<file path="src/rtl/divider_calibrator_pkg.sv">
// divider_calibrator_pkg
//   Shared definitions for the divider trim loop: FSM state encoding,
//   the fractional-divider increment width, default window parameters
//   (also used by the divider instance) and the increment saturation helper.
package divider_calibrator_pkg;

    // Increment width of the fractional divider.
    localparam int INCR_W = 25;

    // Default window parameters, shared with the divider instance.
    localparam int DEF_TARGET_COUNT = 32768;
    localparam int DEF_COUNT_W      = 20;

    // Correction step is sign-extended to STEP_W before the subtraction.
    // The subtraction itself uses SUM_W, which holds every possible result
    // without wrapping.
    localparam int STEP_W = 27;
    localparam int SUM_W  = STEP_W + 1;

    localparam logic [INCR_W-1:0] INCR_MAX = '1;

    typedef enum logic [2:0] {
        ST_IDLE    = 3'd0,
        ST_ARM     = 3'd1,
        ST_MEASURE = 3'd2,
        ST_ADJUST  = 3'd3,
        ST_LOAD    = 3'd4
    } state_e;

    // Clamp a signed wide result onto the legal increment range [0, INCR_MAX].
    function automatic logic [INCR_W-1:0] sat_incr(input logic signed [SUM_W-1:0] v);
        logic [INCR_W-1:0] r;
        if (v < 0) begin
            r = '0;
        end else if (v > $signed({3'b000, INCR_MAX})) begin
            r = INCR_MAX;
        end else begin
            r = v[INCR_W-1:0];
        end
        return r;
    endfunction

endpackage

</file>
<file path="src/rtl/calib_window_counter.sv">
// calib_window_counter
//   Saturating counter of divider overflow pulses within one reference window.
//   Ports:
//     i_clk, i_reset_n : clock, synchronous active-low reset
//     i_restart        : next count starts from 0 (window boundary / idle)
//     i_inc            : one-cycle overflow pulse
//     o_capture        : count including this cycle's i_inc, which is the
//                        value a window closing in this cycle must report
module calib_window_counter
    import divider_calibrator_pkg::*;
#(
    parameter int COUNT_W = DEF_COUNT_W
) (
    input  logic               i_clk,
    input  logic               i_reset_n,
    input  logic               i_restart,
    input  logic               i_inc,
    output logic [COUNT_W-1:0] o_capture
);

    localparam logic [COUNT_W-1:0] COUNT_MAX = '1;

    logic [COUNT_W-1:0] count_q;
    logic [COUNT_W-1:0] count_d;
    logic [COUNT_W-1:0] capture;

    always_comb begin
        // An overflow coinciding with the closing pulse belongs to the closing window.
        capture = count_q;
        if (i_inc && (count_q != COUNT_MAX)) begin
            capture = count_q + COUNT_W'(1);
        end
        count_d = i_restart ? '0 : capture;
    end

    always_ff @(posedge i_clk) begin
        if (!i_reset_n) begin
            count_q <= '0;
        end else begin
            count_q <= count_d;
        end
    end

    assign o_capture = capture;

endmodule

</file>
<file path="src/rtl/divider_calibrator.sv">
// divider_calibrator
//   Closed-loop trim controller for the fractional clock divider. Counts
//   divider overflows between reference pulses, compares against the target
//   and reloads a corrected increment into the divider.
//   Ports:
//     i_clk, i_reset_n  : clock, synchronous active-low reset
//     i_en              : level enable; low returns to IDLE, freezes increment
//     i_ref_pulse       : one-cycle synchronized reference pulse
//     i_div_overflow    : one-cycle divider overflow pulse
//     i_init_incriment  : increment loaded when leaving IDLE
//     o_load            : one-cycle load strobe, qualifies o_incriment
//     o_incriment       : increment presented to the divider
//     o_locked          : enough consecutive in-tolerance windows seen
//     o_ref_lost        : reference timed out; cleared by the next pulse
//     o_error           : signed error of the last completed window
//     o_dbg_state       : current FSM state
//   Strobe protocol: o_load is high for exactly one cycle and the divider
//   must take o_incriment in that cycle; there is no back-pressure.
module divider_calibrator
    import divider_calibrator_pkg::*;
#(
    parameter int TARGET_COUNT   = DEF_TARGET_COUNT,
    parameter int COUNT_W        = DEF_COUNT_W,
    parameter int GAIN_SHIFT     = 2,
    parameter int LOCK_TOL       = 1,
    parameter int LOCK_WINDOWS   = 4,
    parameter int TIMEOUT_CYCLES = 60_000_000
) (
    input  logic                      i_clk,
    input  logic                      i_reset_n,
    input  logic                      i_en,
    input  logic                      i_ref_pulse,
    input  logic                      i_div_overflow,
    input  logic [INCR_W-1:0]         i_init_incriment,
    output logic                      o_load,
    output logic [INCR_W-1:0]         o_incriment,
    output logic                      o_locked,
    output logic                      o_ref_lost,
    output logic signed [COUNT_W:0]   o_error,
    output state_e                    o_dbg_state
);

    localparam int ERR_W  = COUNT_W + 1;
    localparam int TO_W   = $clog2(TIMEOUT_CYCLES + 1);
    localparam int GOOD_W = $clog2(LOCK_WINDOWS + 1);

    localparam logic [TO_W-1:0]          TO_LAST  = TO_W'(TIMEOUT_CYCLES - 1);
    localparam logic [GOOD_W-1:0]        GOOD_MAX = GOOD_W'(LOCK_WINDOWS);
    localparam logic signed [ERR_W-1:0]  TOL_S    = ERR_W'(LOCK_TOL);
    localparam logic signed [ERR_W-1:0]  TARGET_S = ERR_W'(TARGET_COUNT);

    state_e                    state_q, state_d;
    logic [INCR_W-1:0]         incr_q, incr_d;
    logic                      load_q, load_d;
    logic                      locked_q, locked_d;
    logic                      ref_lost_q, ref_lost_d;
    logic signed [ERR_W-1:0]   error_q, error_d;
    logic [COUNT_W-1:0]        count_cap_q, count_cap_d;
    logic [TO_W-1:0]           timeout_q, timeout_d;
    logic [GOOD_W-1:0]         good_q, good_d;

    logic                      win_restart;
    logic [COUNT_W-1:0]        win_capture;
    logic                      timed_out;
    logic                      err_in_tol;

    logic signed [ERR_W-1:0]   adj_error;
    logic signed [STEP_W-1:0]  adj_step;
    logic signed [SUM_W-1:0]   adj_sum;
    logic [INCR_W-1:0]         adj_new;

    calib_window_counter #(
        .COUNT_W (COUNT_W)
    ) u_window (
        .i_clk     (i_clk),
        .i_reset_n (i_reset_n),
        .i_restart (win_restart),
        .i_inc     (i_div_overflow),
        .o_capture (win_capture)
    );

    // Correction arithmetic, evaluated from the count captured at window close.
    always_comb begin
        adj_error = $signed({1'b0, count_cap_q}) - TARGET_S;
        adj_step  = {{(STEP_W - ERR_W){adj_error[ERR_W-1]}}, adj_error} <<< GAIN_SHIFT;
        adj_sum   = $signed({3'b000, incr_q}) - $signed({adj_step[STEP_W-1], adj_step});
        adj_new   = sat_incr(adj_sum);
    end

    assign err_in_tol = (error_q <= TOL_S) && (error_q >= -TOL_S);

    always_comb begin
        state_d     = state_q;
        incr_d      = incr_q;
        load_d      = 1'b0;
        locked_d    = locked_q;
        ref_lost_d  = ref_lost_q;
        error_d     = error_q;
        count_cap_d = count_cap_q;
        good_d      = good_q;
        timed_out   = 1'b0;

        // The window counter runs in every active state so a window that
        // starts during ADJUST/LOAD is never short; every pulse restarts it.
        win_restart = (state_q == ST_IDLE) || i_ref_pulse;

        if ((state_q == ST_IDLE) || i_ref_pulse) begin
            timeout_d = '0;
        end else if (timeout_q == TO_LAST) begin
            timeout_d = '0;
            timed_out = 1'b1;
        end else begin
            timeout_d = timeout_q + TO_W'(1);
        end

        if (i_ref_pulse) begin
            ref_lost_d = 1'b0;
        end

        case (state_q)
            ST_IDLE: begin
                if (i_en) begin
                    incr_d  = i_init_incriment;
                    load_d  = 1'b1;
                    state_d = ST_ARM;
                end
            end
            ST_ARM: begin
                if (i_ref_pulse) begin
                    state_d = ST_MEASURE;
                end
            end
            ST_MEASURE: begin
                if (i_ref_pulse) begin
                    count_cap_d = win_capture;
                    state_d     = ST_ADJUST;
                end
            end
            ST_ADJUST: begin
                // Result registered here so o_load/o_incriment/o_error are
                // all visible together two cycles after the closing pulse.
                error_d = adj_error;
                incr_d  = adj_new;
                load_d  = 1'b1;
                state_d = ST_LOAD;
            end
            ST_LOAD: begin
                if (err_in_tol) begin
                    if (good_q != GOOD_MAX) begin
                        good_d = good_q + GOOD_W'(1);
                    end
                end else begin
                    good_d = '0;
                end
                locked_d = (good_d >= GOOD_MAX);
                state_d  = ST_MEASURE;
            end
            default: begin
                state_d = ST_IDLE;
            end
        endcase

        // Lost reference: abandon any in-flight update and re-arm.
        if (timed_out) begin
            ref_lost_d = 1'b1;
            locked_d   = 1'b0;
            good_d     = '0;
            incr_d     = incr_q;
            error_d    = error_q;
            load_d     = 1'b0;
            state_d    = ST_ARM;
        end

        if (!i_en) begin
            locked_d = 1'b0;
            good_d   = '0;
            incr_d   = incr_q;
            load_d   = 1'b0;
            state_d  = ST_IDLE;
        end
    end

    always_ff @(posedge i_clk) begin
        if (!i_reset_n) begin
            state_q     <= ST_IDLE;
            incr_q      <= '0;
            load_q      <= 1'b0;
            locked_q    <= 1'b0;
            ref_lost_q  <= 1'b0;
            error_q     <= '0;
            count_cap_q <= '0;
            timeout_q   <= '0;
            good_q      <= '0;
        end else begin
            state_q     <= state_d;
            incr_q      <= incr_d;
            load_q      <= load_d;
            locked_q    <= locked_d;
            ref_lost_q  <= ref_lost_d;
            error_q     <= error_d;
            count_cap_q <= count_cap_d;
            timeout_q   <= timeout_d;
            good_q      <= good_d;
        end
    end

    assign o_load      = load_q;
    assign o_incriment = incr_q;
    assign o_locked    = locked_q;
    assign o_ref_lost  = ref_lost_q;
    assign o_error     = error_q;
    assign o_dbg_state = state_q;

endmodule

</file>
<file path="config.mk">
export PLATFORM = sky130hd
export DESIGN_NAME = divider_calibrator
export DESIGN_NICKNAME = d
export VERILOG_FILES = /design/src/rtl/divider_calibrator_pkg.sv /design/src/rtl/calib_window_counter.sv /design/src/rtl/divider_calibrator.sv
export SDC_FILE = /design/constraint.sdc
export NUM_CORES = 1
export LEC_CHECK = 0
export BUFFER_PORTS_ARGS = -buffer_cell sky130_fd_sc_hd__buf_4
export CORE_UTILIZATION = 53
export CTS_CLUSTER_DIAMETER = 200
export CTS_CLUSTER_SIZE = 25
export DETAILED_ROUTE_END_ITERATION = 8
export PLACE_DENSITY = 0.77
export SLEW_MARGIN = 25
export SYNTH_ARGS = -nofsm -noshare
export SYNTH_HDL_FRONTEND = slang
export SYNTH_SLANG_ARGS = --single-unit
</file>
<file path="constraint.sdc">
create_clock -name i_clk -period 2.88 [get_ports i_clk]
set_clock_uncertainty 0.1 [all_clocks]
set_input_delay 0.576 -clock i_clk [delete_from_list [all_inputs] [get_ports i_clk]]
set_output_delay 0.576 -clock i_clk [all_outputs]
set_load 0.01 [all_outputs]
</file>
==> results.ini <==
[status]
status = finished with violations
failed_checks = design-rule violations, negative setup slack

[logic_synthesis]
synth_top_area_share_pct = 36.9
ys.flop_type = dfxtp_1
async_flop_share_pct = 0
synthAdderAreaFrac_pct = 5.68
synth_area_sq_um = 6500
synth_top_family_by_area = simple AND/OR/NAND/NOR gates
synthXorXnorAreaFrac_pct = 8.95
synth_fp_nets = 842
synth.area.mux_share_pct = 3.54
synthSimpleGateAreaFrac_pct = 21.7
netlist_instances = 784
synth_top_area_cell = dfxtp_1
ys_types = 70
yosysWarnings = 0
synthTopCellsByArea = dfxtp_1 37%, nor2_1 5.7%, ha_1 5.2%
synth-seq-cells = 120
synth.avg_cell_area_sq_um = 8.30
synth.yosys.seq_area_share_pct = 36.9
synth_edf_count = 0
synth_compound_area_share_pct = 19.3

[route]
wirelength_mm = 20.2
drtIter0Drc = 608
routed_via_density = 6.01
vias = 6741
drc = 1
dr.pass1.iters = 8
ant_nets = 0
wl_per_cell_um = 18.0

[clock_network]
cts_sinks = 120
clk_latency_ns = 0.42
h-tree-depth = 4
cts_root_buf = clkbuf_16
clk_pin_slew_ns = 0.06
numCtsBuffers = 17
cts_tree = done
clk_path_buf_depth = 2
postCtsHoldBufs = 0

[sta]
worstMarginPinSlew_ns = 0.691
max_slew_margin_pct = 53.8
final-hold-violation-count = 0
slew_violations = 0
finalCritPeriodShare_pct = 105
rsz0062_at_grt = yes
fin_crit_ns = 3.03
max_freq_mhz = 330
setup_ws_ns = -0.146
finalSetupViolations = 21

[finish]
area_growth_pct = 40.9
layout_commonest_cell = buf_4
multiInputGateArea_sq_um = 4380
final_cell_mix = 184 x buf_4, 112 x dfxtp_1, 96 x nor2_1
postLayoutCellArea_sq_um = 9170
fillers = 798
antennaDiodeCount = 0
fin_cells = 1122
ff_latch_area_sq_um = 2420
drive_gt1_share_pct = 32.1
fin_nets = 1020

[critical_path]
crit_fanout = 18
crit_chain = inv_2 > ha_4 > inv_2 > fa_2 > a211oi_2 > or3_1 > a21o_1 > o211ai_1 > buf_4 > o221ai_4 > a21oi_4 > buf_12 > buf_4 > o21ai_2 > a21oi_1
r2r_cells = 15
critPathTopFamily = compound AO/OA/AOI/OAI gates
required_ns = 3.12
critical-path-max-stage-delay_ns = 0.39
cp_num_cells = 15
cp-end-kind = flip-flop
reg2reg_from = o_incriment[2]$_SDFFE_PN0P_
setup.worst_path.start_class = flip-flop
path_buf_inv = 5
arrival_ns = 3.27
critPathKind = reg2reg
crit_path_top_delay_cell = or3_1
crit_start = o_incriment[2]$_SDFFE_PN0P_

[run]
maxCapViolCount = 0

[floorplan]
boundaryPins = 82
initial_core_util_pct = 54.4
rows = 40
dieWidth_um = 113
core_sq_um = 12000
die_area_sq_um = 12700
die_h_um = 113

[power_and_ir_drop]
p_clk_share_pct = 43.6
swShare_pct = 27.5
combPwrFrac_pct = 19.1
power.leakage_nw = 3.70
power_frac_seq_pct = 37.3
switching_power_w = 0.00129
p_int_w = 0.00339
power_density_nw_per_um2 = 510
ir_drop_mv = 0.449

[place]
gp_congestion = 0.961
dpl_cell_area_sq_um = 7920
dpl.hpwl_mm = 13.8
dp_cells = 1066
io_buffers = 81

[grt]
grt_overflow = 0
grt_pass1_vias = 6629
grt_max_degree = 38
antenna_found_initial = 0
grtUsageTotal_pct = 32.1
grt_pass1_wl_mm = 31.9

[worst_hold_path]
worstHoldStart = i_init_incriment[6]
min_path_type = in2reg
worstHoldPathCells = 3

## cell families after synthesis
kind of cell               Yosys count
AOI/OAI and AO/OA                  201
muxes                               22
and+or+nand+nor                    283
buffers and inverters               65
xor gates and xnor gates            64
adders and majority gates           29
DFF                                120
## cells in the mapped netlist (3+ instances only)
cell	count
nor3_1	12
and2_1	4
a21oi_1	66
a211o_1	3
a211oi_1	11
nor2_1	99
and4_1	6
a221oi_1	6
o22ai_1	11
inv_1	32
xnor2_1	28
nand4_1	16
dfxtp_1	120
o211ai_1	4
nand2_1	58
a21o_1	8
clkbuf_1	26
mux2i_1	18
nand3_1	26
o21ai_0	57
buf_2	4
nand2b_1	5
ha_1	27
nor4_1	8
or3_1	9
and3_1	15
o21ai_1	4
o21a_1	6
a31oi_1	4
nor2b_1	8
xor2_1	34
## power groups by stage
stage / combinational, W / sequential [W] / clock, W
floorplan: 0.000420 / 0.00178 / 0
CTS: 0.000794 / 0.00174 / 0.00205
detailed placement: 0.000742 / 0.00177 / 0
finish: 0.000892 / 0.00175 / 0.00204
global placement: 0.000725 / 0.00177 / 0
global route: 0.000961 / 0.00175 / 0.00214
## metrics by stage
step / setup WS [ns] / hold WS, ns / utilization [%] / total power [W] / TNS, ns
after floorplan: -0.0719 / 0.313 / - / 0.00220 / -0.577
after global placement: -0.129 / 0.322 / 66.2 / 0.00250 / -1.00
after detailed placement: -0.269 / 0.336 / 66.2 / 0.00251 / -3.38
after CTS: -0.101 / 0.297 / 73.2 / 0.00458 / -0.570
after global routing: -0.227 / 0.316 / 76.6 / 0.00485 / -3.96
final: -0.146 / 0.306 / 76.6 / 0.00468 / -1.60
## cell type report
type | instances | area share (%)
repair buffers | 192 | 16.2
clock buffers | 22 | 5.19
clock inverters | 10 | 1.02
multi-input cells | 599 | 47.8
well taps | 147 | 2.01
inverters | 32 | 1.34
flip-flops and latches | 120 | 26.4
## registers in the layout, indices dropped and copies added (netlist names)
name              flops
count_cap_q          20
good_q                2
o_dbg_state           3
o_error              21
o_incriment          25
o_load                1
o_locked              1
o_ref_lost            1
timeout_q            26
u_window.count_q     20
## timing repair
| item | 4_1_cts | 5_1_grt |
|---|---|---|
| gates resized for setup | 41 | 48 |
| setup buffers | 11 | 16 |
| pin swaps | 25 | 31 |
| setup endpoints to repair | 25 | 25 |
| hold endpoints to repair | 0 | 0 |
## path summary, 6_finish.rpt
kind                                  endpoint  slack [ns]
setup / recovery  o_incriment[17]$_SDFFE_PN0P_       -0.15
hold / removal     o_incriment[6]$_SDFFE_PN0P_        0.31
setup reg to reg  o_incriment[17]$_SDFFE_PN0P_       -0.15
hold reg to reg        timeout_q[0]$_SDFF_PP0_        0.34
## per-layer routing
metal	wire length, um	global-route usage, %
met5	0	0
met4	918	18.1
met3	987	5.30
met2	9980	55.8
met1	8320	37.8
## tightest hold or removal path, delay by kind of cell
family | cells | cell delay, ns
AO/OA/AOI/OAI | 1 | 0.05
buffers and inverters | 1 | 0.11
AND/OR/NAND/NOR | 1 | 0.05
No activity file was read; power rests on OpenSTA's default activity.
